--- config.mk ---
export PLATFORM = sky130hd
export DESIGN_NAME = rca_seq_adder
export DESIGN_NICKNAME = d
export VERILOG_FILES = /design/src/rtl/rca_seq_adder.sv
export SDC_FILE = /design/constraint.sdc
export NUM_CORES = 1
export LEC_CHECK = 0
export ABC_AREA = 0
export BUFFER_PORTS_ARGS = -buffer_cell sky130_fd_sc_hd__buf_2
export CAP_MARGIN = 20
export CORE_MARGIN = 1.5
export CORE_UTILIZATION = 40
export DETAILED_ROUTE_END_ITERATION = 8
export GPL_ROUTABILITY_DRIVEN = 0
export PLACE_DENSITY = 0.74
export SYNTH_ARGS = -nofsm -noshare
export SYNTH_HDL_FRONTEND = slang
export SYNTH_SLANG_ARGS = --single-unit
--- constraint.sdc ---
create_clock -name clk -period 4.55 [get_ports clk]
set_input_delay 0.91 -clock clk [delete_from_list [all_inputs] [get_ports clk]]
set_output_delay 0.91 -clock clk [all_outputs]
set_load 0.1 [all_outputs]
--- src/rtl/rca_seq_adder.sv ---
// rtl/rca_seq_adder.sv - nibble-serial add/subtract sequencer around one 4-bit ripple-carry adder
module rca (
  input  logic [3:0] a,
  input  logic [3:0] b,
  input  logic       cin,
  output logic [3:0] sum,
  output logic       cout
);
  logic c1, c2, c3;

  assign sum[0] = a[0] ^ b[0] ^ cin;
  assign c1     = (a[0] & b[0]) | (a[0] & cin) | (b[0] & cin);
  assign sum[1] = a[1] ^ b[1] ^ c1;
  assign c2     = (a[1] & b[1]) | (a[1] & c1) | (b[1] & c1);
  assign sum[2] = a[2] ^ b[2] ^ c2;
  assign c3     = (a[2] & b[2]) | (a[2] & c2) | (b[2] & c2);
  assign sum[3] = a[3] ^ b[3] ^ c3;
  assign cout   = (a[3] & b[3]) | (a[3] & c3) | (b[3] & c3);
endmodule

module rca_seq_adder #(
  parameter int NIBBLES = 4
) (
  input  logic                 clk,
  input  logic                 rst_n,
  input  logic                 in_valid,
  output logic                 in_ready,
  input  logic [4*NIBBLES-1:0] a,
  input  logic [4*NIBBLES-1:0] b,
  input  logic                 cin,
  input  logic                 sub,
  output logic                 out_valid,
  input  logic                 out_ready,
  output logic [4*NIBBLES-1:0] sum,
  output logic                 cout,
  output logic                 busy
);
  localparam int W  = 4 * NIBBLES;
  localparam int IW = (NIBBLES > 1) ? $clog2(NIBBLES) : 1;
  localparam logic [IW-1:0] LAST = IW'(NIBBLES - 1);

  typedef enum logic [1:0] {IDLE, RUN, DONE} state_t;

  state_t        state;
  logic [IW-1:0] idx;
  logic [W-1:0]  a_reg, b_reg, sum_reg;
  logic          carry, cout_reg;

  logic [W-1:0]  a_sh, b_sh;
  logic [3:0]    rca_sum;
  logic          rca_cout;

  // Subtraction is A + ~B + 1: B is inverted at capture and the carry seeded with 1.
  assign a_sh = a_reg >> {idx, 2'b00};
  assign b_sh = b_reg >> {idx, 2'b00};

  rca u_rca (
    .a    (a_sh[3:0]),
    .b    (b_sh[3:0]),
    .cin  (carry),
    .sum  (rca_sum),
    .cout (rca_cout)
  );

  always_ff @(posedge clk) begin
    if (!rst_n) begin
      state    <= IDLE;
      idx      <= '0;
      carry    <= 1'b0;
      cout_reg <= 1'b0;
      sum_reg  <= '0;
      a_reg    <= '0;
      b_reg    <= '0;
    end else begin
      case (state)
        IDLE: begin
          if (in_valid) begin
            a_reg <= a;
            b_reg <= sub ? ~b : b;
            carry <= sub ? 1'b1 : cin;
            idx   <= '0;
            state <= RUN;
          end
        end
        RUN: begin
          for (int i = 0; i < NIBBLES; i++) begin
            if (idx == IW'(i)) sum_reg[4*i +: 4] <= rca_sum;
          end
          carry <= rca_cout;
          if (idx == LAST) begin
            cout_reg <= rca_cout;
            state    <= DONE;
          end else begin
            idx <= idx + 1'b1;
          end
        end
        DONE: begin
          if (out_ready) state <= IDLE;
        end
        default: state <= IDLE;
      endcase
    end
  end

  assign in_ready  = (state == IDLE);
  assign out_valid = (state == DONE);
  assign busy      = (state != IDLE);
  assign sum       = sum_reg;
  assign cout      = cout_reg;
endmodule

==> results.yml, run 1 <==
setup_path:
  cp.required_ns: 4.81
  crit_family: "adder cells"
  arrival_ns: 3.55
  slowest_stage: "dfxtp_1"
  critPathBufInv: 2
  critical-path-top-cell-by-count: "fa_1"
  endpoint_kind: "flop"
  slowest_delay_ns: 0.71
  startpoint_type: "flop"
  crit_fanout: 12
  crit_type: "flop to flop"
  path_cells: "mux4_2, fa_1, fa_1, fa_1, inv_1, fa_1, inv_1, o211a_1"
timing:
  worstMarginPinSlew_ns: 0.875
  max_freq_mhz: 304
  finalMaxSlewViolations: 0
  rsz0062_at_grt: "no"
  setup_viol: 0
  finalSetupTns_ns: 0
  clock_skew_ns: 0.00799
  period_minus_slack_ns: 3.29
  post-route-period-util_pct: 72.3
  hold_viol: 0
  slew_headroom_pct: 41.7
route:
  drt-wirelength-per-cell_um: 13.2
  drt_wl_total_um: 4940
  drc: 0
  vias: 1880
  ant_nets: 0
  viasPerCell: 5.01
  firstDrtPassIters: 5
  drt_iter0_drc: 78
die:
  die_y_um: 83.4
  row_count: 29
  io_pins: 58
  die_area_sq_um: 6960
  start_util_pct: 41.0
  core_area_sq_um: 6310
  die_w_um: 83.4
cts:
  cts_hold_buf: 0
  root_buffer: "clkbuf_8"
  post_cts.repair.setup_buffers: 0
  cts.repair.resized: 0
  worstSkewPairLatency_ns: 0.31
  numClockSinks: 54
  path_clk_slew_ns: 0.10
  cts_htree_levels: 2
  cts_buffer_depth: 2
  cts_tree: "yes"
  numCtsBuffers: 5
global_routing:
  overflow: 0
  grt_pass1_vias: 1803
  grt_usage_pct: 15.2
  antenna_found_initial: 0
  grt_pass1_wl_um: 8540
  grt_max_degree: 57
yosys:
  syn_nets: 299
  synth_seq_cells: 54
  synth-seq-area-share_pct: 41.8
  yosysUniqueCellTypes: 30
  ys.warnings.count: 0
  syn-cell-area_sq_um: 2590
  synthCells: 253
  synth_area_per_cell_sq_um: 10.2
outcome:
  outcome: "completed"
flow_run:
  drv_cap: 0
cells_and_area:
  drive_above_1_share_pct: 25.8
  postLayoutCoreUtil_pct: 46.7
  fin_nets: 344
  insertedDiodeCount: 0
  area_growth_pct: 14.1
power_and_ir_drop:
  ir_worst_vdd_v: 0.000197
  leakagePower_nw: 1.45
  power_density_nw_per_um2: 332
worst_hold_path:
  hp-class: "flop to flop"
placement:
  hpwl_um: 3600
  placement.io_buffers: 57
==> synth_stat cells <==
master     n  share of area, %
buf_6      1              0.44
o311ai_2   1              0.63
mux2i_1   13               5.0
ha_1       4               1.9
a21boi_0   7               2.0
inv_1      9               1.3
nand2b_1   3              0.73
fa_1       4               3.1
nand3b_1   4               1.2
mux4_2     8               7.0
or3b_1     2              0.68
a21boi_1   9               2.6
buf_2      7               1.4
and3b_1    1              0.34
nor3b_2    1              0.48
clkbuf_1   5              0.73
nand2_2    1              0.24
nand2_1   54               7.8
or2_2      1              0.24
xnor2_1   16               5.4
dfxtp_1   54                42
nor3b_1    1              0.29
o22ai_1    2              0.48
a21oi_1    1              0.19
buf_1      1              0.14
o21bai_1   1              0.29
o21a_1     1              0.29
buf_4      6               1.7
nor2b_1   14               3.4
o211a_1   21               8.1
==> final cells by class <==
class / instances / area (sq um)
fillers: 647 / 3360
multi-input cells: 170 / 1360
flip-flops and latches: 54 / 1080
repair buffers: 58 / 293
well taps: 77 / 96.3
clock buffers: 5 / 68.8
inverters: 9 / 33.8
clock inverters: 2 / 13.8
==> where the power goes <==
part / internal [mW] / switching [mW]
Combinational: 0.0784 / 0.121
Sequential: 0.500 / 0.0216
Clock: 0.107 / 0.152
Total: 0.685 / 0.294
==> placed cells by master, fill, tap and decap left out, types with 4 or more instances in the layout <==
| master | instances |
|---|---|
| nand3b_1 | 4 |
| dfxtp_1 | 54 |
| buf_2 | 57 |
| nand2_1 | 54 |
| mux2i_1 | 13 |
| ha_1 | 4 |
| mux4_2 | 8 |
| nor2b_1 | 14 |
| clkbuf_8 | 5 |
| inv_1 | 9 |
| a21boi_1 | 9 |
| o211a_1 | 21 |
| xnor2_1 | 16 |
| a21boi_0 | 7 |
| fa_1 | 4 |
==> final timing paths <==
path | endpoint | cells after the start | slack (ns) | start
setup / recovery | sum[11] | 8 | 1.26 | idx[0]
hold / removal | a_reg[11] | 2 | 0.47 | a_reg[11]
setup reg to reg | sum[11] | 8 | 1.26 | idx[0]
hold reg to reg | a_reg[11] | 2 | 0.47 | a_reg[11]
==> metrics by stage <==
step	cell area, sq um	hold WS, ns	worst slack (ns)	std cells	power (mW)
after detailed placement	2870	0.456	1.25	368	0.734
after global routing	2950	0.484	1.04	375	1.04
after floorplan	2590	0.432	1.51	253	0.689
after global placement	2870	0.455	1.31	368	0.730
after CTS	2950	0.470	1.25	375	0.991
final	2950	0.467	1.26	375	0.980
==> per-layer routing <==
metal / GRT usage, % / share of wire (%) / vias up
met5: 0 / 0 / -
met2: 24.8 / 48 / 50
met4: 5.96 / 2.0 / 0
li1: - / - / 941
met3: 2.58 / 4.0 / 10
met1: 20.2 / 46 / 879
==> tightest hold or removal path: stages, from the launching register on <==
cell	delay, ns
dfxtp_1	0.32
nand2_1	0.04
a21boi_0	0.06
==> kinds of logic after synthesis <==
group / count (synthesis) / share of synthesized area (%)
buf+inv: 29 / 5.71
simple gates: 82 / 15.4
compound gates: 43 / 14.7
xor+xnor: 16 / 5.42
mux: 21 / 12.0
flops: 54 / 41.8
fa+ha+maj: 8 / 5.03
(Power assumes the default switching activity.)
==> inputs of run 2 (changes only) <==
Settings changed: PLACE_DENSITY 0.74 to 0.76.
Clock period 4.55 ns to 2.85 ns, I/O delays scaled along.
==> run 2 against run 1 <==
Net effect: largest cell class unchanged; clock skew grew 0.0024 ns; highest routed layer unchanged; routed wire length up 2.3%; die area stayed put; hold slack got worse by 0.0073 ns; critical endpoint unchanged; non-clock buffer count rose by 4; critical path depth did not move.
==> results.yml, run 2 (synthesis results as in run 1) <==
cells_and_area:
  postLayoutCoreUtil_pct: 47.9
  area_growth_pct: 17.0
  insertedDiodeCount: 0
  drive_above_1_share_pct: 29.0
  fin_nets: 348
  fin_cells: 380
  layout_common_cells: "buf_2 (57), nand2_1 (54), dfxtp_1 (53), o211a_1 (21), xnor2_1 (16)"
  fin_area_sq_um: 3030
  final_common_cell: "buf_2"
cts:
  cts_buffer_depth: 2
  worstSkewPairLatency_ns: 0.31
  cts_htree_levels: 2
  path_clk_slew_ns: 0.10
  numClockSinks: 54
  root_buffer: "clkbuf_8"
  post_cts.repair.setup_buffers: 0
  cts_tree: "yes"
  numCtsBuffers: 5
setup_path:
  r2r_end: "sum[11]"
  cp.required_ns: 3.10
  rr_worst_depth: 8
  endpoint_kind: "flop"
  crit_fanout: 4
  startpoint_type: "flop"
  arrival_ns: 3.06
  r2r-start: "idx[0]"
  r2r_slack_ns: 0.05
  crit_type: "flop to flop"
timing:
  setup_viol: 0
  period_minus_slack_ns: 2.80
  slew_headroom_pct: 43.8
  worstMarginPinSlew_ns: 0.843
  finalSetupTns_ns: 0
  max_freq_mhz: 357
  setup_ws_ns: 0.0468
  rsz0062_at_grt: "yes"
  clock_skew_ns: 0.0104
  finalMaxSlewViolations: 0
  hold_viol: 0
  post-route-period-util_pct: 98.4
global_routing:
  grt_max_degree: 57
  overflow: 0
  use_met3_pct: 2.78
  grt_usage_pct: 15.0
  grt_pass1_wl_um: 8380
  use_met1_pct: 19.4
  grt_most_used_layer: "met2"
  grtUsageMet2_pct: 24.8
  grt_pass1_vias: 1798
  antenna_found_initial: 0
worst_hold_path:
  hp-class: "flop to flop"
  min_from: "a_reg[12]"
  holdPathEnd: "a_reg[12]"
  whs_path_depth: 2
route:
  drt-wirelength-per-cell_um: 13.3
  viasPerCell: 4.93
  firstDrtPassIters: 4
  drt_iter0_drc: 64
  drt_wl_total_um: 5050
  drc: 0
  vias: 1874
  ant_nets: 0
die:
  row_count: 29
  core_area_sq_um: 6310
  die_area_sq_um: 6960
  die_y_um: 83.4
  io_pins: 58
  start_util_pct: 41.0
  die_w_um: 83.4
power_and_ir_drop:
  leakagePower_nw: 1.47
  sw_frac_of_total_pct: 28.8
  seqPwrFrac_pct: 49.0
  ir_worst_vdd_v: 0.000327
  power_density_nw_per_um2: 557
  p_comb_share_pct: 19.9
  p_int_mw: 1.20
  pwr-share-clk_pct: 31.1
  switching_power_mw: 0.486
placement:
  dp_cells: 372
  place_ws_ns: 0.0512
  hpwl_um: 3680
  placed_cell_area_sq_um: 2900
  placement.io_buffers: 57
flow_run:
  drv_cap: 0
outcome:
  outcome: "completed"
run 2: changes by cell type in the layout (fill, tap and decap cells not counted), sizes merged:
cell,delta
buf,+4
clkinv,-1
clkinvlp,+1
bufinv,+1
run 2: through the flow:
stage	hold WS, ns	power (mW)
after floorplan	0.432	1.10
after global placement	0.444	1.17
after detailed placement	0.446	1.18
after CTS	0.460	1.70
after global routing	0.477	1.77
final	0.460	1.69
run 2: final cells by class:
cell class,count,area (sq um)
inverters,9,33.8
flip-flops and latches,54,1080
clock inverters,3,48.8
multi-input cells,170,1370
well taps,77,96.3
clock buffers,5,68.8
fillers,613,3290
repair buffers,62,323
run 2: worst max-delay path by stage:
stage                start  endpoint  slack (ns)  depth (start not counted)
detailed placement  idx[0]   sum[11]        0.05                          8
CTS                 idx[0]   sum[11]        0.01                          8
global placement    idx[0]    sum[7]        0.08                          8
floorplan           idx[0]    sum[3]        0.03                          9
finish              idx[0]   sum[11]        0.05                          8
global route        idx[0]   sum[11]       -0.06                          8
run 2: routing by layer:
layer / share of wire (%) / wire length, um
met1: 48 / 2420
met2: 47 / 2370
met3: 3.2 / 160
met4: 1.8 / 93
met5: 0 / 0
run 2: power groups by stage:
| stage | Clock (mW) | Sequential (mW) | Combinational [mW] |
|---|---|---|---|
| floorplan | 0 | 0.895 | 0.209 |
| global placement | 0 | 0.842 | 0.330 |
| detailed placement | 0 | 0.845 | 0.336 |
| CTS | 0.535 | 0.827 | 0.336 |
| global route | 0.570 | 0.834 | 0.363 |
| finish | 0.523 | 0.826 | 0.336 |
run 2: worst max-delay path, stage by stage (launching register included):
cell and delay, ns:
dfxtp_4 0.39, mux4_2 0.53, fa_2 0.39, fa_2 0.37, fa_2 0.34, inv_2 0.06
fa_1 0.43, inv_2 0.09, o211a_1 0.15
run 2: timing repair:
action | 4_1_cts | 5_1_grt
resized for setup | 0 | 4
hold buffers | 0 | 0
endpoints found under the setup margin | 0 | 4
